File: config.mk
export PLATFORM = sky130hd
export DESIGN_NAME = ifetch_queue_flat
export DESIGN_NICKNAME = d
export VERILOG_FILES = /design/src/rtl/ifetch_queue_if.sv /design/src/rtl/ifetch_queue.sv /design/src/flat_wrapper.sv
export SDC_FILE = /design/constraint.sdc
export NUM_CORES = 1
export LEC_CHECK = 0
export BUFFER_PORTS_ARGS = -buffer_cell sky130_fd_sc_hd__buf_2
export CAP_MARGIN = 20
export CORE_MARGIN = 3
export CORE_UTILIZATION = 59
export DETAILED_ROUTE_END_ITERATION = 10
export GPL_TIMING_DRIVEN = 0
export PLACE_DENSITY = 0.91
export SYNTH_ARGS = -nofsm -noshare
export SYNTH_HDL_FRONTEND = slang
export SYNTH_SLANG_ARGS = --single-unit
export TNS_END_PERCENT = 50
File: constraint.sdc
create_clock -name cpu_clk -period 2.8 [get_ports cpu_clk]
set_input_delay 0 -clock cpu_clk [delete_from_list [all_inputs] [get_ports cpu_clk]]
set_output_delay 0 -clock cpu_clk [all_outputs]
set_load 0.005 [all_outputs]
File: src/rtl/ifetch_queue_if.sv
// rtl/ifetch_queue_if.sv - fetch, redirect and delivery signals of the instruction fetch queue
//
// Ports (master = the queue, slave = IROM, branch unit and decode side):
//   inst_addr   master->slave  IROM word address
//   inst_req    master->slave  IROM read issued this cycle
//   inst        slave->master  IROM data, valid the cycle after inst_req
//   redirect    slave->master  branch/jump taken: flush and refetch
//   redirect_pc slave->master  redirect target
//   out_valid   master->slave  head entry available
//   out_ready   slave->master  consumer accepts head
//   out_inst    master->slave  head instruction
//   out_pc      master->slave  head pc
//   out_pc4     master->slave  head pc + 4
//   count       master->slave  queue occupancy
interface ifetch_queue_if #(
  parameter int DEPTH  = 4,
  parameter int ADDR_W = 14
);
  localparam int CNT_W = $clog2(DEPTH + 1);

  logic [ADDR_W-1:0] inst_addr;
  logic              inst_req;
  logic [31:0]       inst;
  logic              redirect;
  logic [31:0]       redirect_pc;
  logic              out_valid;
  logic              out_ready;
  logic [31:0]       out_inst;
  logic [31:0]       out_pc;
  logic [31:0]       out_pc4;
  logic [CNT_W-1:0]  count;

  modport master (
    output inst_addr, inst_req, out_valid, out_inst, out_pc, out_pc4, count,
    input  inst, redirect, redirect_pc, out_ready
  );

  modport slave (
    input  inst_addr, inst_req, out_valid, out_inst, out_pc, out_pc4, count,
    output inst, redirect, redirect_pc, out_ready
  );
endinterface

File: src/rtl/ifetch_queue.sv
// rtl/ifetch_queue.sv - instruction prefetch queue between a 1-cycle IROM and decode
//
// Ports:
//   cpu_clk  in   clock, all state updates on the rising edge
//   cpu_rst  in   asynchronous active-low reset
//   bus      master modport of ifetch_queue_if (IROM request/response,
//            redirect, head-of-queue handshake, occupancy)
module ifetch_queue #(
  parameter int          DEPTH    = 4,
  parameter int          ADDR_W   = 14,
  parameter logic [31:0] RESET_PC = 32'h0000_0000
) (
  input  logic           cpu_clk,
  input  logic           cpu_rst,
  ifetch_queue_if.master bus
);
  localparam int              CNT_W   = $clog2(DEPTH + 1);
  localparam int              PTR_W   = $clog2(DEPTH);
  localparam logic [CNT_W:0]  DEPTH_W = (CNT_W + 1)'(DEPTH);

  logic [31:0]      fetch_pc_q, fetch_pc_d;
  logic [31:0]      req_pc_q, req_pc_d;
  logic             inflight_q, inflight_d;
  logic [PTR_W-1:0] head_q, head_d;
  logic [PTR_W-1:0] tail_q, tail_d;
  logic [CNT_W-1:0] count_q, count_d;
  logic [31:0]      fifo_inst_q [DEPTH];
  logic [31:0]      fifo_inst_d [DEPTH];
  logic [31:0]      fifo_pc_q   [DEPTH];
  logic [31:0]      fifo_pc_d   [DEPTH];

  logic [CNT_W:0]   occupancy;
  logic             issue;
  logic             push;
  logic             pop;
  logic             out_valid_w;

  // An outstanding IROM read reserves a slot, so a request is only issued
  // when the returning word is guaranteed somewhere to land.
  always_comb begin
    occupancy   = {1'b0, count_q} + {{CNT_W{1'b0}}, inflight_q};
    issue       = cpu_rst && !bus.redirect && (occupancy < DEPTH_W);
    out_valid_w = cpu_rst && (count_q != '0) && !bus.redirect;
    pop         = out_valid_w && bus.out_ready;
    push        = inflight_q && !bus.redirect;
  end

  always_comb begin
    fetch_pc_d  = fetch_pc_q;
    req_pc_d    = req_pc_q;
    inflight_d  = inflight_q;
    head_d      = head_q;
    tail_d      = tail_q;
    count_d     = count_q;
    fifo_inst_d = fifo_inst_q;
    fifo_pc_d   = fifo_pc_q;

    if (bus.redirect) begin
      // Flush wins over everything; the word in flight is simply dropped.
      fetch_pc_d = bus.redirect_pc & ~32'd3;
      inflight_d = 1'b0;
      head_d     = '0;
      tail_d     = '0;
      count_d    = '0;
    end else begin
      inflight_d = issue;
      if (issue) begin
        fetch_pc_d = fetch_pc_q + 32'd4;
        req_pc_d   = fetch_pc_q;
      end
      if (push) begin
        fifo_inst_d[tail_q] = bus.inst;
        fifo_pc_d[tail_q]   = req_pc_q;
        tail_d              = tail_q + PTR_W'(1);
      end
      if (pop) begin
        head_d = head_q + PTR_W'(1);
      end
      case ({push, pop})
        2'b10:   count_d = count_q + CNT_W'(1);
        2'b01:   count_d = count_q - CNT_W'(1);
        default: count_d = count_q;
      endcase
    end
  end

  always_ff @(posedge cpu_clk or negedge cpu_rst) begin
    if (!cpu_rst) begin
      fetch_pc_q <= RESET_PC;
      req_pc_q   <= '0;
      inflight_q <= 1'b0;
      head_q     <= '0;
      tail_q     <= '0;
      count_q    <= '0;
      for (int i = 0; i < DEPTH; i++) begin
        fifo_inst_q[i] <= '0;
        fifo_pc_q[i]   <= '0;
      end
    end else begin
      fetch_pc_q  <= fetch_pc_d;
      req_pc_q    <= req_pc_d;
      inflight_q  <= inflight_d;
      head_q      <= head_d;
      tail_q      <= tail_d;
      count_q     <= count_d;
      fifo_inst_q <= fifo_inst_d;
      fifo_pc_q   <= fifo_pc_d;
    end
  end

  // Head data is gated by reset so it reads 0 immediately, before any edge.
  assign bus.inst_addr = fetch_pc_q[ADDR_W+1:2];
  assign bus.inst_req  = issue;
  assign bus.out_valid = out_valid_w;
  assign bus.out_inst  = cpu_rst ? fifo_inst_q[head_q] : 32'd0;
  assign bus.out_pc    = cpu_rst ? fifo_pc_q[head_q] : 32'd0;
  assign bus.out_pc4   = cpu_rst ? (fifo_pc_q[head_q] + 32'd4) : 32'd0;
  assign bus.count     = count_q;
endmodule

File: src/flat_wrapper.sv
// flat-port wrapper written by rule: the top's interface ports become plain ports
module ifetch_queue_flat 
#(
  parameter int          DEPTH    = 4,
  parameter int          ADDR_W   = 14,
  parameter logic [31:0] RESET_PC = 32'h0000_0000
)
  (cpu_clk, cpu_rst, bus_inst_addr, bus_inst_req, bus_out_valid, bus_out_inst, bus_out_pc, bus_out_pc4, bus_count, bus_inst, bus_redirect, bus_redirect_pc, bus_out_ready);
  ifetch_queue_if #(.DEPTH(DEPTH), .ADDR_W(ADDR_W)) bus_i ();
  input  logic cpu_clk;
  input  logic cpu_rst;
  output wire logic [$bits(bus_i.inst_addr)-1:0] bus_inst_addr;
  output wire logic [$bits(bus_i.inst_req)-1:0] bus_inst_req;
  output wire logic [$bits(bus_i.out_valid)-1:0] bus_out_valid;
  output wire logic [$bits(bus_i.out_inst)-1:0] bus_out_inst;
  output wire logic [$bits(bus_i.out_pc)-1:0] bus_out_pc;
  output wire logic [$bits(bus_i.out_pc4)-1:0] bus_out_pc4;
  output wire logic [$bits(bus_i.count)-1:0] bus_count;
  input wire logic [$bits(bus_i.inst)-1:0] bus_inst;
  input wire logic [$bits(bus_i.redirect)-1:0] bus_redirect;
  input wire logic [$bits(bus_i.redirect_pc)-1:0] bus_redirect_pc;
  input wire logic [$bits(bus_i.out_ready)-1:0] bus_out_ready;
  assign bus_inst_addr = bus_i.inst_addr;
  assign bus_inst_req = bus_i.inst_req;
  assign bus_out_valid = bus_i.out_valid;
  assign bus_out_inst = bus_i.out_inst;
  assign bus_out_pc = bus_i.out_pc;
  assign bus_out_pc4 = bus_i.out_pc4;
  assign bus_count = bus_i.count;
  assign bus_i.inst = bus_inst;
  assign bus_i.redirect = bus_redirect;
  assign bus_i.redirect_pc = bus_redirect_pc;
  assign bus_i.out_ready = bus_out_ready;
  ifetch_queue #(.DEPTH(DEPTH), .ADDR_W(ADDR_W), .RESET_PC(RESET_PC)) u_core (.cpu_clk(cpu_clk), .cpu_rst(cpu_rst), .bus(bus_i));
endmodule
==> flow_summary.ini <==
[power]
worst_ir_drop_on_vdd_mv = 0.6535
power-per-cell-area_mw_per_mm2 = 720.5
total_leakage_power_nw = 8.896
power_w = 0.01354

[timing]
timing_hold_violations_final = 105
tightestPinTransition_ps = 896.4
timing.final.max_slew_violations = 0
tns_ps = -1513
max_freq_mhz = 333.0
hold_ws_ps = -532.5
layout_min_cycle_time_ps = 3003
finalClockSkew_ps = 8.737
max-slew-margin-rel_pct = 39.69
timing.final.setup_violations = 14
final_critical_path_setup_slack_ps = -203.0
period_share_pct = 107.2
grt_setup_unrepaired = yes

[logic_synthesis]
syn-mean-instance-area_um2 = 12.85
synth_enable_flop_cells = 0
synth_ff_type = sky130_fd_sc_hd__dfrtp_1
ys_seq_area_share_pct = 51.82
synth_area_mm2 = 0.01526
synth.lib_cells_used.distinct = 52
synthesized_netlist_cell_count = 1188
yosys.area.top_type = sky130_fd_sc_hd__dfrtp_1
synthTopCellsByCount = sky130_fd_sc_hd__dfrtp_1, sky130_fd_sc_hd__mux2_2, sky130_fd_sc_hd__nand2_1
asyncSetResetFlopFracSynth_pct = 100.0
synth_warnings = 0
netlist.area_leader.share_pct = 51.82
synth_top_cells_by_area = sky130_fd_sc_hd__dfrtp_1, sky130_fd_sc_hd__mux2_2, sky130_fd_sc_hd__mux4_2
dominant_cell_by_count_in_the_synthesized_netlist = sky130_fd_sc_hd__dfrtp_1
ys_ff_latch = 316

[detailed_routing]
first_iter_violations = 1195
drtPass1Iterations = 6
drt-vias-per-instance = 6.230
antenna_left = 0
totalWireLength_mm = 41.75
drc = 0
dr_total_vias = 11460
routed_wire_length_per_instance_um = 22.69

[layout]
register_area_mm2 = 0.007909
stdcell_area_mm2 = 0.01880
nNetsFinal = 1561
area.growth.synth_to_final_pct = 23.16
layout-drive-gt1-share_pct = 42.05
fill_cells = 1461
multi_input_gate_area_mm2 = 0.006972
antenna-diode-count = 0

[grt]
antenna_violations_before_repair = 0
via_count_of_the_first_global_routing_pass = 11860
grt_max_degree = 117
grt_util_all_layers_pct = 29.20
grt-ovfl-total = 0
grt_pass1_wl_mm = 65.58

[run_status]
outcome = complete, but fails checks
failing_checks = hold timing, setup timing

[floorplan]
die-area_mm2 = 0.02783
chipWidth_um = 166.8
fp.dieH_um = 166.8
starting_density_pct = 60.26
ioPinCount = 183
design.core.area_mm2 = 0.02533
placement_rows = 58

[cts]
cts_sinks = 316
cts.hold.buffers_added = 64
clk-insertion-delay-late_ps = 550
cts.clk_slew.worst_paths_ps = 60
cts_made_buffers = 31
cts_htree_levels = 1
cts.path.max_buffers = 3
tritoncts_clock_tree = done
cts_root_buf = sky130_fd_sc_hd__clkbuf_16

[setup_path]
worstSetupPathType = flip-flop to output port
reg2reg_setup_slack_ps = 210
crit_path_end_kind = output port
worstPathArrival_ps = 3000
crit_path_max_incr_delay_ps = 450
timing.critical_path.mode_cell = sky130_fd_sc_hd__buf_6
critical-path-slowest-cell = sky130_fd_sc_hd__dfrtp_2
cp_max_fo = 6
critPathLaunchType = flip-flop
timing.critical_path.cells = buf_12 > mux4_2 > ha_4 > nand4_1 > nor4_4 > buf_6 > buf_6 > nand3_2 > mux2_4 > buf_6
critPathRequiredTime_ps = 2800

[placement]
hpwl_mm = 25.82
routabilityCongestion = 0.8838
placement.cell_area_mm2 = 0.01663
io_buffer_count = 175

[flow_run]
max_cap_viol_count = 0

[hold_path]
timing.hold.worst.class = primary input to asynchronous set/reset pin
## cells by family (layout without fill, tap and decap cells)
family	count (synthesis)	count (layout)	synth area share (%)
AOI/OAI and AO/OA	81	81	3.542
DFF	316	316	51.82
other	1	4	0.02457
buffers and inverters	100	419	3.189
muxes	326	326	28.74
xor gates and xnor gates	15	15	0.8609
adders and majority gates	7	7	0.6231
and+or+nand+nor	342	342	11.21
## per-stage QoR
stage | std cells | setup WS, ps | util [%]
2_1_floorplan | 1191 | 366.5 | -
3_3_place_gp | 1696 | -4792 | 65.39
3_5_place_dp | 1698 | -77.84 | 65.65
4_1_cts | 1833 | -277.3 | 73.51
5_1_grt | 1840 | -239.2 | 74.21
6_report | 1840 | -203.0 | 74.21
## power breakdown
| part | switching [W] | internal (W) |
|---|---|---|
| Clock | 0.00178 | 0.00281 |
| Combinational | 0.00132 | 0.00157 |
| Sequential | 0.000663 | 0.00540 |
| Total | 0.00376 | 0.00978 |
## cells in the final DEF (no fill, tap or decap), types with 6 or more instances in the layout
cell / count
sky130_fd_sc_hd__buf_4: 36
sky130_fd_sc_hd__mux4_2: 61
sky130_fd_sc_hd__clkbuf_16: 31
sky130_fd_sc_hd__o21ai_0: 28
sky130_fd_sc_hd__dfrtp_1: 315
sky130_fd_sc_hd__dlygate4sd3_1: 64
sky130_fd_sc_hd__clkbuf_1: 55
sky130_fd_sc_hd__nand3_1: 23
sky130_fd_sc_hd__and2_1: 63
sky130_fd_sc_hd__inv_1: 9
sky130_fd_sc_hd__buf_6: 14
sky130_fd_sc_hd__o211ai_1: 8
sky130_fd_sc_hd__a21oi_1: 7
sky130_fd_sc_hd__and3_1: 6
sky130_fd_sc_hd__nand4_1: 18
sky130_fd_sc_hd__nor3_1: 9
sky130_fd_sc_hd__nor2_1: 48
sky130_fd_sc_hd__nand2_1: 134
sky130_fd_sc_hd__o311ai_0: 13
sky130_fd_sc_hd__xor2_1: 7
sky130_fd_sc_hd__bufinv_16: 7
sky130_fd_sc_hd__xnor2_1: 8
sky130_fd_sc_hd__mux2_2: 258
sky130_fd_sc_hd__buf_2: 171
## state kept, by name, indices dropped and copies added (netlist names)
signal,flops
u_core.head_q,2
u_core.fifo_inst_q,128
u_core.bus.count,3
u_core.req_pc_q,30
u_core.fetch_pc_q,30
u_core.tail_q,2
u_core.inflight_q,1
u_core.fifo_pc_q,120
## cell type report
class | instances | area share [%]
plain buffers | 87 | 2.610
flip-flops and latches | 316 | 42.08
clock inverters | 16 | 1.425
repair buffers | 265 | 9.786
clock buffers | 41 | 4.593
well taps | 330 | 2.197
inverters | 10 | 0.2197
multi-input cells | 775 | 37.09
## critical path: cells and delay by family, from the launching register on
family / cells / cell delay, ps
buffers and inverters: 4 / 540
muxes: 2 / 730
adders and majority gates: 1 / 190
and+or+nand+nor: 3 / 550
DFF: 1 / 450
## final timing paths
| kind | from | to | cells after the start |
|---|---|---|---|
| worst max-delay path | u_core.head_q[0] | bus_out_pc4[28] | 10 |
| worst min-delay path | cpu_rst | u_core.fifo_inst_q[71] | 1 |
| worst max register to register | u_core.fetch_pc_q[8] | u_core.fetch_pc_q[31] | 6 |
| worst min register to register | u_core.fifo_inst_q[29] | u_core.fifo_inst_q[29] | 1 |
| max in group asynchronous | cpu_rst | u_core.head_q[0] | 2 |
| min in group cpu_clk | bus_redirect | u_core.fetch_pc_q[25] | 4 |
## routing by layer
metal / up-vias / wire length [µm] / global-route usage [%] / part of all wire (%)
met2: 633 / 20750 / 48.93 / 50
met4: 0 / 1719 / 11.23 / 4.1
li1: 4882 / - / - / -
met3: 152 / 2904 / 4.462 / 7.0
met5: - / 0 / 0 / 0
met1: 5797 / 16380 / 38.99 / 39
## timing repair
action                                  in CTS  in global routing
buffers inserted                            14                 11
resized for setup                           27                 42
endpoints found under the setup margin      57                 72
pin swaps                                    7                  8
hold endpoints to repair                   256                 97
(Power assumes the default switching activity.)
